[src/rtl/dm_arb_pkg.sv]
// dm_arb_pkg: shared encodings and constants for the data-memory port arbiter
package dm_arb_pkg;
  typedef enum logic [1:0] {IDLE = 2'd0, OWN0 = 2'd1, OWN1 = 2'd2} arb_state_e;
  localparam logic [3:0] BYTEEN_NONE = 4'b0000;
  localparam logic [31:0] ADDR_ALIGN_MASK = 32'hfffffffc;
endpackage

[src/rtl/rr_pick2.sv]
// rr_pick2: two-way round-robin pick, a tie goes to the port that did not go last
module rr_pick2 (
  input  logic req0,
  input  logic req1,
  input  logic last,
  output logic winner,
  output logic any
);
  // winner index is only meaningful when any is high
  always_comb begin
    any = req0 | req1;
    winner = (req0 & req1) ? ~last : req1;
  end
endmodule

[src/rtl/dm_port_arbiter.sv]
// dm_port_arbiter: shares one DM port between cpu (0) and aux (1); DM_ARB_PERF_EN adds perf counters
module dm_port_arbiter
  import dm_arb_pkg::*;
#(
  parameter int unsigned DM_WORDS  = 4096,
  parameter int unsigned MAX_BURST = 4
) (
  input  logic             clk,
  input  logic             reset,
  input  logic [1:0]       req_i,
  input  logic [1:0]       lock_i,
  input  logic [1:0][31:0] addr_i,
  input  logic [1:0][31:0] wdata_i,
  input  logic [1:0][3:0]  byteen_i,
  output logic [1:0]       gnt_o,
  output logic [1:0][31:0] rdata_o,
  output logic [1:0]       rvalid_o,
  output logic [1:0]       err_o,
  output logic             cpu_stall,
  output logic [31:0]      mem_addr,
  output logic [31:0]      mem_wdata,
  output logic [3:0]       mem_byteen,
  input  logic [31:0]      mem_rdata
`ifdef DM_ARB_PERF_EN
  ,
  output logic [31:0]      perf_beats0,
  output logic [31:0]      perf_beats1,
  output logic [31:0]      perf_conflict
`endif
);
  localparam int BW = $clog2(MAX_BURST + 1);
  localparam logic [32:0] ADDR_LIMIT = 33'(DM_WORDS) * 33'd4;
  localparam logic [BW-1:0] BURST_LAST = BW'(MAX_BURST - 1);
  arb_state_e state_q, state_d;
  logic last_q, last_d, owned, o, beat, oor, rel, pick_last, win, any;
  logic [BW-1:0] burst_q, burst_d;
  logic [1:0] rvalid_q, rvalid_d, err_q, err_d;
  logic [1:0][31:0] rdata_q, rdata_d;
  logic [31:0] rd;
  // grant, release decision and the memory-side mux of the current owner
  always_comb begin
    owned = state_q != IDLE;
    o = state_q == OWN1;
    gnt_o = {state_q == OWN1 && req_i[1], state_q == OWN0 && req_i[0]};
    beat = |gnt_o;
    oor = {1'b0, addr_i[o]} >= ADDR_LIMIT;
    rel = owned && !(beat && lock_i[o] && burst_q < BURST_LAST);
    pick_last = rel ? o : last_q;
    cpu_stall = req_i[0] && !gnt_o[0];
    mem_addr = owned ? (addr_i[o] & ADDR_ALIGN_MASK) : '0;
    mem_wdata = owned ? wdata_i[o] : '0;
    mem_byteen = (beat && !oor) ? byteen_i[o] : BYTEEN_NONE;
  end
  rr_pick2 u_pick (
    .req0  (req_i[0]),
    .req1  (req_i[1]),
    .last  (pick_last),
    .winner(win),
    .any   (any)
  );
  // next owner, burst tracking and the one-cycle read/ack return
  always_comb begin
    state_d = (owned && !rel) ? state_q : (any ? (win ? OWN1 : OWN0) : IDLE);
    last_d = rel ? o : last_q;
    burst_d = rel ? '0 : (owned ? burst_q + 1'b1 : burst_q);
    rd = (oor || byteen_i[o] != BYTEEN_NONE) ? '0 : mem_rdata;
    rvalid_d = gnt_o;
    err_d = gnt_o & {2{oor}};
    rdata_d[0] = gnt_o[0] ? rd : '0;
    rdata_d[1] = gnt_o[1] ? rd : '0;
  end
  // state registers; reset drops any in-flight beat and lets the cpu win the first tie
  always_ff @(posedge clk) begin
    if (reset) begin
      state_q <= IDLE;
      last_q <= 1'b1;
      burst_q <= '0;
      rvalid_q <= '0;
      err_q <= '0;
      rdata_q <= '0;
    end else begin
      state_q <= state_d;
      last_q <= last_d;
      burst_q <= burst_d;
      rvalid_q <= rvalid_d;
      err_q <= err_d;
      rdata_q <= rdata_d;
    end
  end
  assign rvalid_o = rvalid_q;
  assign err_o = err_q;
  assign rdata_o = rdata_q;
`ifdef DM_ARB_PERF_EN
  logic [31:0] beats0_q, beats0_d, beats1_q, beats1_d, conflict_q, conflict_d;
  // saturating event counters
  always_comb begin
    beats0_d = beats0_q + {31'd0, gnt_o[0] && beats0_q != '1};
    beats1_d = beats1_q + {31'd0, gnt_o[1] && beats1_q != '1};
    conflict_d = conflict_q + {31'd0, &req_i && conflict_q != '1};
  end
  // counter registers
  always_ff @(posedge clk) begin
    if (reset) begin
      beats0_q <= '0;
      beats1_q <= '0;
      conflict_q <= '0;
    end else begin
      beats0_q <= beats0_d;
      beats1_q <= beats1_d;
      conflict_q <= conflict_d;
    end
  end
  assign perf_beats0 = beats0_q;
  assign perf_beats1 = beats1_q;
  assign perf_conflict = conflict_q;
`endif
endmodule

[config.mk]
export PLATFORM = sky130hd
export DESIGN_NAME = dm_port_arbiter
export DESIGN_NICKNAME = d
export VERILOG_FILES = /design/src/rtl/dm_arb_pkg.sv /design/src/rtl/rr_pick2.sv /design/src/rtl/dm_port_arbiter.sv
export SDC_FILE = /design/constraint.sdc
export NUM_CORES = 1
export LEC_CHECK = 0
export CORE_AREA = 2 2 122 124
export CTS_CLUSTER_SIZE = 24
export DETAILED_ROUTE_END_ITERATION = 8
export DIE_AREA = 0 0 124 126
export GPL_TIMING_DRIVEN = 0
export PLACE_DENSITY = 0.67
export SETUP_SLACK_MARGIN = 0.3
export SYNTH_ARGS = -nofsm -noshare
export SYNTH_HDL_FRONTEND = slang
export SYNTH_HIERARCHICAL = 1
export SYNTH_SLANG_ARGS = --single-unit
export TNS_END_PERCENT = 10
[constraint.sdc]
create_clock -name clk -period 1.5 [get_ports clk]
set_input_delay 0.3 -clock clk [delete_from_list [all_inputs] [get_ports clk]]
set_output_delay 0.3 -clock clk [all_outputs]
set_load 0.02 [all_outputs]
==> results of run 1 <==
-- cell type report --
class | instances | area, um2 | share of cell area [%]
inverter | 3 | 11.26 | 0.1697
clock buffer | 9 | 225.2 | 3.394
buffer | 28 | 265.3 | 3.997
timing repair buffer | 317 | 2634 | 39.69
tap | 184 | 230.2 | 3.469
multi-input combinational | 198 | 1672 | 25.19
clock inverter | 6 | 115.1 | 1.735
sequential | 74 | 1484 | 22.36
-- kinds of logic after synthesis --
| family | Yosys count |
|---|---|
| simple gates | 115 |
| fa+ha+maj | 1 |
| compound gates | 79 |
| mux | 1 |
| flops | 74 |
| buf+inv | 31 |
| other cells | 1 |
-- worst max-delay path, cell delays in order --
cell             delay (ns)
clkdlybuf4s50_1        0.49
nor4_4                 0.30
buf_4                  0.18
mux2i_4                0.12
a2111oi_4              0.35
buf_4                  0.21
-- cell usage in the layout (no fill, tap or decap), types with 4 or more instances in the layout --
cell / n
nor3b_1: 32
a22o_4: 5
nand3b_1: 4
a22o_1: 57
dfxtp_1: 72
nor4_4: 4
clkbuf_16: 9
clkbuf_4: 5
dlygate4sd2_1: 16
nor2_1: 5
clkdlybuf4s50_1: 153
a2111oi_4: 4
clkbuf_2: 8
buf_2: 105
buf_4: 18
and2_1: 32
nand2_1: 12
buf_12: 4
buf_6: 31
-- state kept, by name (all words and copies together), names as in the netlist --
name      count
last_q        1
state_q       2
rvalid_o      2
burst_q       3
rdata_o      64
err_o         2
-- final timing paths --
| path | cells past startpoint | slack (ns) | endpoint | startpoint |
|---|---|---|---|---|
| max | 6 | -0.75 | mem_byteen[0] | addr_i[14] |
| min | 2 | 0.51 | burst_q[0]$_SDFFE_PP0N_ | burst_q[0]$_SDFFE_PP0N_ |
| max reg2reg | 7 | -0.32 | rdata_o[19]$_SDFF_PP0_ | state_q[0]$_SDFFE_PP0N_ |
| min reg2reg | 2 | 0.51 | burst_q[0]$_SDFFE_PP0N_ | burst_q[0]$_SDFFE_PP0N_ |
-- timing repair --
action,4_1_cts,5_1_grt
gates resized for setup,572,122
buffers inserted,9,2
pin swaps,14,27
setup endpoints to repair,209,145
-- metal layers --
metal | vias to the layer above | global-route usage, % | part of all wire [%]
li1 | 1778 | - | -
met1 | 1745 | 18.81 | 37
met2 | 199 | 33.03 | 50
met3 | 24 | 7.745 | 11
met4 | 0 | 7.667 | 2.4
met5 | - | 0 | 0
-- power by group --
part	switching (W)	internal, W
Clock	0.000817	0.00162
Sequential	0.00000770	0.00198
Combinational	0.000602	0.000780
-- stage by stage --
step,cells,utilization [%]
after floorplan,303,-
after global placement,793,45.57
after detailed placement,793,45.57
after CTS,817,47.16
after global routing,819,46.36
final,819,46.36
==> run_results.csv, run 1 <==
group,metric,value,unit
layout,num_antenna_cells,0,
cts,cts_tree,"built",
layout,syn_to_final_growth,116.8,%
sta,finClkSkew,0.005597,ns
logic_synthesis,synth.top_cell.area_share,48.41,%
logic_synthesis,synth_top_family_by_area,"simple AND/OR/NAND/NOR gates",
placed_design,dp_slack,-1.378,ns
critical_path,path_class,"in -> out",
logic_synthesis,yosysTopAreaCell,"dfxtp_1",
logic_synthesis,synth_compound_area_share,22.24,%
die,die_w,124,um
sta,max_freq,0.4454,GHz
logic_synthesis,syn_inst,302,
global_route,grt_usage,18.53,%
placed_design,io_buffers,306,
logic_synthesis,synth_flop_cell,"dfxtp_1",
job,cap_viol_max_count,0,
hold_path,hp-class,"reg -> reg",
critical_path,cp-end-kind,"primary output",
cts,path_clk_slew,0.05,ns
sta,whs,0.5059,ns
die,die_area,15620,um2
route,drt_iter0_drc,71,
placed_design,gp_congestion,0.8069,
route,avgViaCountPerCell,4.574,
critical_path,startpoint_type,"input port",
critical_path,critPathMaxFanout,5,
logic_synthesis,synth_mux_area_share,0.3271,%
power_and_ir_drop,power,0.005806,W
logic_synthesis,netlist_area,3060,um2
route,ant_nets,0,
logic_synthesis,yosys.area_share.adder,0.4088,%
critical_path,arrival,1.95,ns
logic_synthesis,ys_warn_count,6,
cts,cts_made_buffers,9,
layout,final_cell_area,6636,um2
route,drc,0,
critical_path,critPathRequiredTime,1.20,ns
die,row_count,44,
placed_design,place_area,6523,um2
logic_synthesis,avgSynthCellArea,10.13,um2
logic_synthesis,synth_xor_area_share,0,%
layout,final_nets,806,
global_route,grt_antenna_before_repair,0,
cts,holdBufCountCts,0,
sta,period_share,149.7,%
logic_synthesis,synth.most_common_cell,"dfxtp_1",
logic_synthesis,synth-seq-area-share,48.41,%
die,die_h,126,um
sta,setup-tns-final,-59.55,ns
sta,setup_slack,-0.7454,ns
route,dr.pass1.iters,4,
logic_synthesis,synth.area.top_cells,"dfxtp_1 (48%), a22o_1 (18%), nor3b_1 (7.8%)",
cts,clock-sinks,74,
route,routedWlPerCell,18.34,um
global_route,grt_pass1_vias,4052,
sta,finalHoldViolCount,0,
global_route,grt_max_degree,14,
logic_synthesis,synth-simple-area-share,23.83,%
die,coreArea,14310,um2
power_and_ir_drop,peakVddDrop,719.4,uV
sta,drv_slew,0,
logic_synthesis,synth-edff-count,0,
sta,fin_crit,2.245,ns
die,initial_utilization,21.38,%
logic_synthesis,ys_async_sr_fraction,0,%
power_and_ir_drop,power_leakage,2.916,nW
route,wl,15020,um
outcome,violations,"setup timing",
layout,fillCellCount,1418,
cts,htree_levels,3,
logic_synthesis,synth_seq_cells,74,
placed_design,dpl.hpwl,12330,um
logic_synthesis,synth_common_cells,"dfxtp_1 (74), a22o_1 (62), and2_1 (32), nor3b_1 (32), clkbuf_1 (14)",
sta,setup_viol,136,
layout,drive_gt1_share,35.12,%
sta,grt_setup_unrepaired,"true",
outcome,status,"finished, violations left",
global_route,grt_overflow,0,
cts,ctsRootBufferMaster,"clkbuf_16",
global_route,grt_pass1_wl,21620,um
cts,cts_max_path_buffers,2,
route,num_vias,3746,
cts,clk_latency,0.33,ns
logic_synthesis,synth.distinct_cells,39,
die,pin_count,313,
power_and_ir_drop,power.density,874.8,nW/um2
No activity file was read; power rests on OpenSTA's default activity.
==> run 2: changes to the inputs <==
--- a/config.mk
+++ b/config.mk
@@ -5,15 +5,15 @@
 export SDC_FILE = /design/constraint.sdc
 export NUM_CORES = 1
 export LEC_CHECK = 0
-export CORE_AREA = 2 2 122 124
+export CORE_AREA = 2 2 121 123
+export CTS_BUF_LIST = sky130_fd_sc_hd__clkbuf_8
 export CTS_CLUSTER_SIZE = 24
 export DETAILED_ROUTE_END_ITERATION = 8
-export DIE_AREA = 0 0 124 126
+export DIE_AREA = 0 0 123 125
 export GPL_TIMING_DRIVEN = 0
-export PLACE_DENSITY = 0.67
+export PLACE_DENSITY = 0.68
 export SETUP_SLACK_MARGIN = 0.3
 export SYNTH_ARGS = -nofsm -noshare
 export SYNTH_HDL_FRONTEND = slang
-export SYNTH_HIERARCHICAL = 1
 export SYNTH_SLANG_ARGS = --single-unit
 export TNS_END_PERCENT = 10
==> run_results.csv, run 2 <==
group,metric,value,unit
outcome,status,"finished, violations left",
outcome,violations,"setup timing",
power_and_ir_drop,peakVddDrop,357.3,uV
layout,final_cell_area,6783,um2
die,pin_count,313,
global_route,grt_pass1_vias,3877,
critical_path,cp-end-kind,"primary output",
layout,syn_to_final_growth,117.9,%
power_and_ir_drop,power.share.switching,27.07,%
power_and_ir_drop,pwr-share-clk,32.1,%
global_route,grt_antenna_before_repair,1,
sta,setup_viol,137,
logic_synthesis,avgSynthCellArea,10.55,um2
cts,ctsRootBufferMaster,"clkbuf_8",
sta,setup-tns-final,-41.62,ns
sta,fin_crit,2.127,ns
route,dr.pass1.iters,4,
logic_synthesis,synth.distinct_cells,38,
route,num_vias,3752,
route,ant_nets,0,
job,cap_viol_max_count,0,
die,die_h,125,um
hold_path,hp-class,"in -> reg",
logic_synthesis,synth_seq_cells,74,
layout,final_nets,806,
logic_synthesis,yosysTopAreaCell,"dfxtp_1",
placed_design,gp_congestion,0.9310,
placed_design,io_buffers,306,
placed_design,place_area,6604,um2
power_and_ir_drop,seq_power_share,39.8,%
power_and_ir_drop,internal-power,0.003634,W
cts,path_clk_slew,0.08,ns
sta,finalHoldViolCount,0,
logic_synthesis,ys_warn_count,0,
route,drc,0,
die,die_w,123,um
critical_path,arrival,1.83,ns
logic_synthesis,netlist_area,3113,um2
sta,period_share,141.8,%
route,wl,15530,um
critical_path,reg2reg_slack,-0.24,ns
logic_synthesis,synth-edff-count,0,
cts,clock-sinks,74,
layout,num_antenna_cells,0,
critical_path,startpoint_type,"register",
logic_synthesis,synth.top_cell.area_share,47.59,%
power_and_ir_drop,power_frac_comb,28.1,%
layout,largest_reg_flops,64,
critical_path,path_class,"reg -> out",
cts,cts_tree,"built",
sta,finClkSkew,0.006773,ns
critical_path,critPathMaxFanout,6,
global_route,grt_usage,19.03,%
route,avgViaCountPerCell,4.576,
global_route,grt_pass1_wl,22000,um
cts,cts_max_path_buffers,2,
logic_synthesis,synth.most_common_cell,"dfxtp_1",
layout,final_cell_mix,"clkdlybuf4s50_1 (138), buf_2 (78), dfxtp_1 (72)",
sta,grt_setup_unrepaired,"true",
logic_synthesis,synth.area.top_cells,"dfxtp_1 (48%), a22o_1 (17%), nor3b_1 (7.7%)",
power_and_ir_drop,power_leakage,3.060,nW
global_route,grt_overflow,0,
die,coreArea,14200,um2
sta,drv_slew,0,
layout,drive_gt1_share,36.79,%
logic_synthesis,syn_inst,295,
logic_synthesis,synth_common_cells,"dfxtp_1 (74), a22o_1 (62), and2_1 (32), nor3b_1 (32), buf_2 (12)",
critical_path,critPathRequiredTime,1.20,ns
power_and_ir_drop,power.density,734.7,nW/um2
global_route,grt_max_degree,14,
die,row_count,44,
die,initial_utilization,21.92,%
route,routedWlPerCell,18.94,um
logic_synthesis,synth_flop_cell,"dfxtp_1",
sta,setup_slack,-0.6273,ns
logic_synthesis,synth-seq-area-share,47.59,%
power_and_ir_drop,p_switching,0.001349,W
cts,cts_made_buffers,9,
cts,clk_latency,0.34,ns
placed_design,dpl.hpwl,12510,um
route,drt_iter0_drc,187,
layout,mostFrequentLayoutCell,"clkdlybuf4s50_1",
sta,max_freq,0.4701,GHz
die,die_area,15380,um2
cts,htree_levels,3,
logic_synthesis,ys_async_sr_fraction,0,%
-- run 2: changes by cell type in the layout (fill, tap and decap cells not counted), sizes merged, moves of 5 or more --
cell / previous run / this run
buf: 161 / 168
clkbuf: 23 / 12
clkdlybuf4s50: 153 / 138
clkdlybuf4s15: 1 / 10
dlygate4sd2: 16 / 25
dlymetal6s2s: 0 / 10
nor2: 7 / 12
-- run 2: worst paths after layout --
check,from,end,cells past startpoint
setup / recovery,state_q[0]$_SDFFE_PP0N_,mem_byteen[1],7
hold / removal,req_i[1],rvalid_o[1]$_SDFF_PP0_,3
setup reg to reg,state_q[0]$_SDFFE_PP0N_,rdata_o[24]$_SDFF_PP0_,8
hold reg to reg,burst_q[2]$_SDFFE_PP0N_,burst_q[2]$_SDFFE_PP0N_,2
-- run 2: final cells by class --
type,count,area (um2)
fillers,1341,7421
plain buffers,28,342.8
repair buffers,324,2748
clock buffers,11,151.4
clock inverters,5,62.56
well taps,184,230.2
flip-flops and latches,74,1486
inverters,1,3.754
multi-input cells,193,1758
-- run 2: layer usage --
| metal | GRT usage [%] | vias up | part of all wire, % |
|---|---|---|---|
| met5 | 0 | - | 0.084 |
| met4 | 5.080 | 2 | 1.3 |
| met3 | 6.478 | 15 | 9.2 |
| met2 | 34.06 | 186 | 52 |
| met1 | 21.25 | 1784 | 37 |
| li1 | - | 1765 | - |
-- run 2: per-stage QoR --
| stage | utilization, % | hold slack (ns) | power (W) | instances | setup WS, ns |
|---|---|---|---|---|---|
| 2_1_floorplan | - | 0.3614 | 0.002533 | 296 | -0.1980 |
| 3_3_place_gp | 46.49 | 0.4807 | 0.003358 | 786 | -1.535 |
| 3_5_place_dp | 46.49 | 0.4923 | 0.003366 | 786 | -1.546 |
| 4_1_cts | 46.58 | 0.4767 | 0.004962 | 812 | -0.6322 |
| 5_1_grt | 47.75 | 0.5187 | 0.005185 | 820 | -0.7279 |
| 6_report | 47.75 | 0.5035 | 0.004983 | 820 | -0.6273 |
-- run 2: what timing repair did --
action / CTS / global route
gates resized for setup: 586 / 103
cloned: 1 / 0
pin swaps: 23 / 25
endpoints found under the setup margin: 209 / 140
hold buffers: 0 / 0
buffers inserted: 9 / 8
-- run 2: power groups by stage --
stage	sequential (W)	combinational, W	clock, W
after floorplan	0.00203	0.000503	0
after global placement	0.00203	0.00133	0
after detailed placement	0.00203	0.00134	0
after CTS	0.00198	0.00133	0.00165
after global routing	0.00198	0.00147	0.00173
final	0.00198	0.00140	0.00160
-- run 2: logic make-up after synthesis --
logic type / Yosys count / synth area share [%]
AO/OA/AOI/OAI: 80 / 23.27
buffers and inverters: 29 / 5.667
adder cells (fa/ha/maj): 1 / 0.4019
flip-flops: 74 / 47.59
other: 1 / 0.1205
multiplexers: 1 / 0.3216
AND/OR/NAND/NOR: 109 / 22.63
-- run 2: critical path, stage by stage (launching register included) --
cell,delay [ns]
dfxtp_2,0.34
buf_6,0.11
nand2b_4,0.14
buf_12,0.13
nand3_4,0.06
a2bb2oi_4,0.21
a2111oi_4,0.29
buf_4,0.20
==> run 3: changes to the inputs <==
--- a/config.mk
+++ b/config.mk
@@ -12,6 +12,7 @@
 export DIE_AREA = 0 0 123 125
 export GPL_TIMING_DRIVEN = 0
 export PLACE_DENSITY = 0.68
+export REMOVE_ABC_BUFFERS = 1
 export SETUP_SLACK_MARGIN = 0.3
 export SYNTH_ARGS = -nofsm -noshare
 export SYNTH_HDL_FRONTEND = slang
==> run_results.csv, run 3 (synthesis results as in run 2) <==
group,metric,value,unit
sta,setup_viol,138,
layout,drive_gt1_share,36.98,%
hold_path,hp-class,"in -> reg",
power_and_ir_drop,pwr-share-clk,30.6,%
layout,largest_reg_flops,64,
route,dr.pass1.iters,4,
sta,setup_slack,-0.5980,ns
critical_path,path_class,"in -> out",
power_and_ir_drop,power.share.switching,27.67,%
route,highest_layer,"met4",
route,wl,15250,um
hold_path,hold_end,"rvalid_o[1]$_SDFF_PP0_",
power_and_ir_drop,power,0.004974,W
cts,clk_latency,0.34,ns
sta,fin_crit,2.098,ns
critical_path,critPathRequiredTime,1.20,ns
global_route,grt_pass1_vias,4015,
route,ant_nets,0,
sta,setup-tns-final,-40.94,ns
layout,final_cell_mix,"clkdlybuf4s50_1 (139), dfxtp_1 (71), buf_2 (71)",
cts,holdBufCountCts,0,
route,avgViaCountPerCell,4.596,
layout,syn_to_final_growth,118.9,%
outcome,status,"finished, violations left",
sta,tightestPinTransition,0.5467,ns
critical_path,critPathMaxFanout,5,
die,initial_utilization,21.92,%
power_and_ir_drop,internal-power,0.003598,W
sta,grt_setup_unrepaired,"true",
sta,finalHoldViolCount,0,
sta,max_freq,0.4767,GHz
power_and_ir_drop,power.density,730.0,nW/um2
die,die_h,125,um
cts,cts_max_path_buffers,2,
power_and_ir_drop,seq_power_share,39.9,%
route,drt_iter0_drc,88,
job,cap_viol_max_count,0,
cts,cts_made_buffers,9,
die,die_area,15380,um2
route,drc,0,
power_and_ir_drop,power_leakage,2.969,nW
die,pin_count,313,
sta,period_share,139.9,%
global_route,grt_max_degree,56,
layout,num_antenna_cells,0,
cts,htree_levels,3,
power_and_ir_drop,peakVddDrop,339.3,uV
critical_path,worstReg2RegStart,"state_q[0]$_SDFFE_PP0N_",
placed_design,gp_congestion,0.8680,
route,num_vias,3741,
global_route,grt_antenna_before_repair,0,
global_route,grt_pass1_wl,22230,um
route,wl_met3,1191,um
outcome,violations,"setup timing",
route,routedWlPerCell,18.74,um
cts,path_clk_slew,0.09,ns
critical_path,worstReg2RegEnd,"rdata_o[57]$_SDFF_PP0_",
layout,final_nets,800,
cts,cts_tree,"built",
route,wl_met2,7605,um
power_and_ir_drop,p_switching,0.001376,W
die,row_count,44,
placed_design,dpl.hpwl,10760,um
critical_path,reg2reg_slack,-0.27,ns
cts,clock-sinks,74,
die,die_w,123,um
global_route,grt_overflow,0,
critical_path,reg2reg_depth,7,
critical_path,arrival,1.80,ns
route,m1WireLength,6019,um
sta,finClkSkew,0.01814,ns
placed_design,io_buffers,306,
cts,ctsRootBufferMaster,"clkbuf_8",
hold_path,holdPathStages,3,
die,coreArea,14200,um2
critical_path,cp-end-kind,"primary output",
sta,drv_slew,0,
critical_path,startpoint_type,"input port",
layout,fillCellCount,1324,
power_and_ir_drop,power_frac_comb,29.5,%
sta,slew_headroom,63.43,%
hold_path,hold_start,"req_i[1]",
global_route,grt_usage,19.05,%
layout,mostFrequentLayoutCell,"clkdlybuf4s50_1",
[run 3: changes by cell type in the layout (fill, tap and decap cells not counted), sizes merged, moves of 2 or more]
cell,before,now
inv,1,3
clkdlybuf4s15,10,2
dlymetal6s2s,10,0
dlygate4sd2,25,28
buf,168,173
[run 3: how the worst max path moves through the flow]
stage / start / end / slack [ns] / cells past startpoint
finish: addr_i[22] / mem_byteen[0] / -0.60 / 6
global route: state_q[0]$_SDFFE_PP0N_ / mem_byteen[2] / -0.67 / 5
CTS: state_q[0]$_SDFFE_PP0N_ / mem_byteen[0] / -0.63 / 5
detailed placement: state_q[1]$_SDFFE_PP0N_ / mem_byteen[0] / -1.89 / 6
global placement: state_q[0]$_SDFFE_PP0N_ / mem_byteen[0] / -4.49 / 4
floorplan: state_q[0]$_SDFFE_PP0N_ / mem_byteen[0] / -2.74 / 3
[run 3: area by class of cell]
class | count | area [um2] | area share [%]
timing repair buffer | 344 | 3169 | 46.51
multi-input combinational | 195 | 1723 | 25.28
sequential | 74 | 1490 | 21.87
tap | 184 | 230.2 | 3.379
clock buffer | 9 | 123.9 | 1.818
clock inverter | 7 | 68.82 | 1.010
inverter | 1 | 8.758 | 0.1285
[run 3: critical path: stages]
cell and delay, ns:
dlygate4sd2_1 0.28, nor4_4 0.35, nand3_4 0.12, a2bb2oi_4 0.21
a2111oi_4 0.32, buf_4 0.20
[run 3: metrics by stage]
stage,utilization [%],std cells,hold slack [ns],setup slack (ns),area (um2)
finish,47.97,814,0.5107,-0.5980,6814
detailed placement,44.24,760,0.5008,-1.894,6284
CTS,47.12,809,0.4801,-0.6280,6693
floorplan,-,268,0.3689,-2.743,2944
global route,47.97,814,0.4952,-0.6692,6814
global placement,43.91,758,0.4857,-4.493,6237
[run 3: repair_timing]
| item | in CTS | in global routing |
|---|---|---|
| gates cloned | 5 | 2 |
| gates resized for setup | 753 | 16 |
| pin swaps | 75 | 12 |
| setup endpoints to repair | 209 | 142 |
| buffers inserted | 28 | 3 |
[run 3: power groups by stage]
stage / clock, W / sequential (W) / combinational (W)
2_1_floorplan: 0 / 0.00205 / 0.000403
3_3_place_gp: 0 / 0.00206 / 0.00119
3_5_place_dp: 0 / 0.00204 / 0.00123
4_1_cts: 0.00159 / 0.00198 / 0.00142
5_1_grt: 0.00167 / 0.00199 / 0.00154
6_report: 0.00152 / 0.00198 / 0.00147
[run 3: per-layer routing]
metal	vias up	track usage [%]
met2	185	33.25
met5	-	0
met1	1768	22.06
met3	25	5.474
met4	0	6.484
li1	1763	-
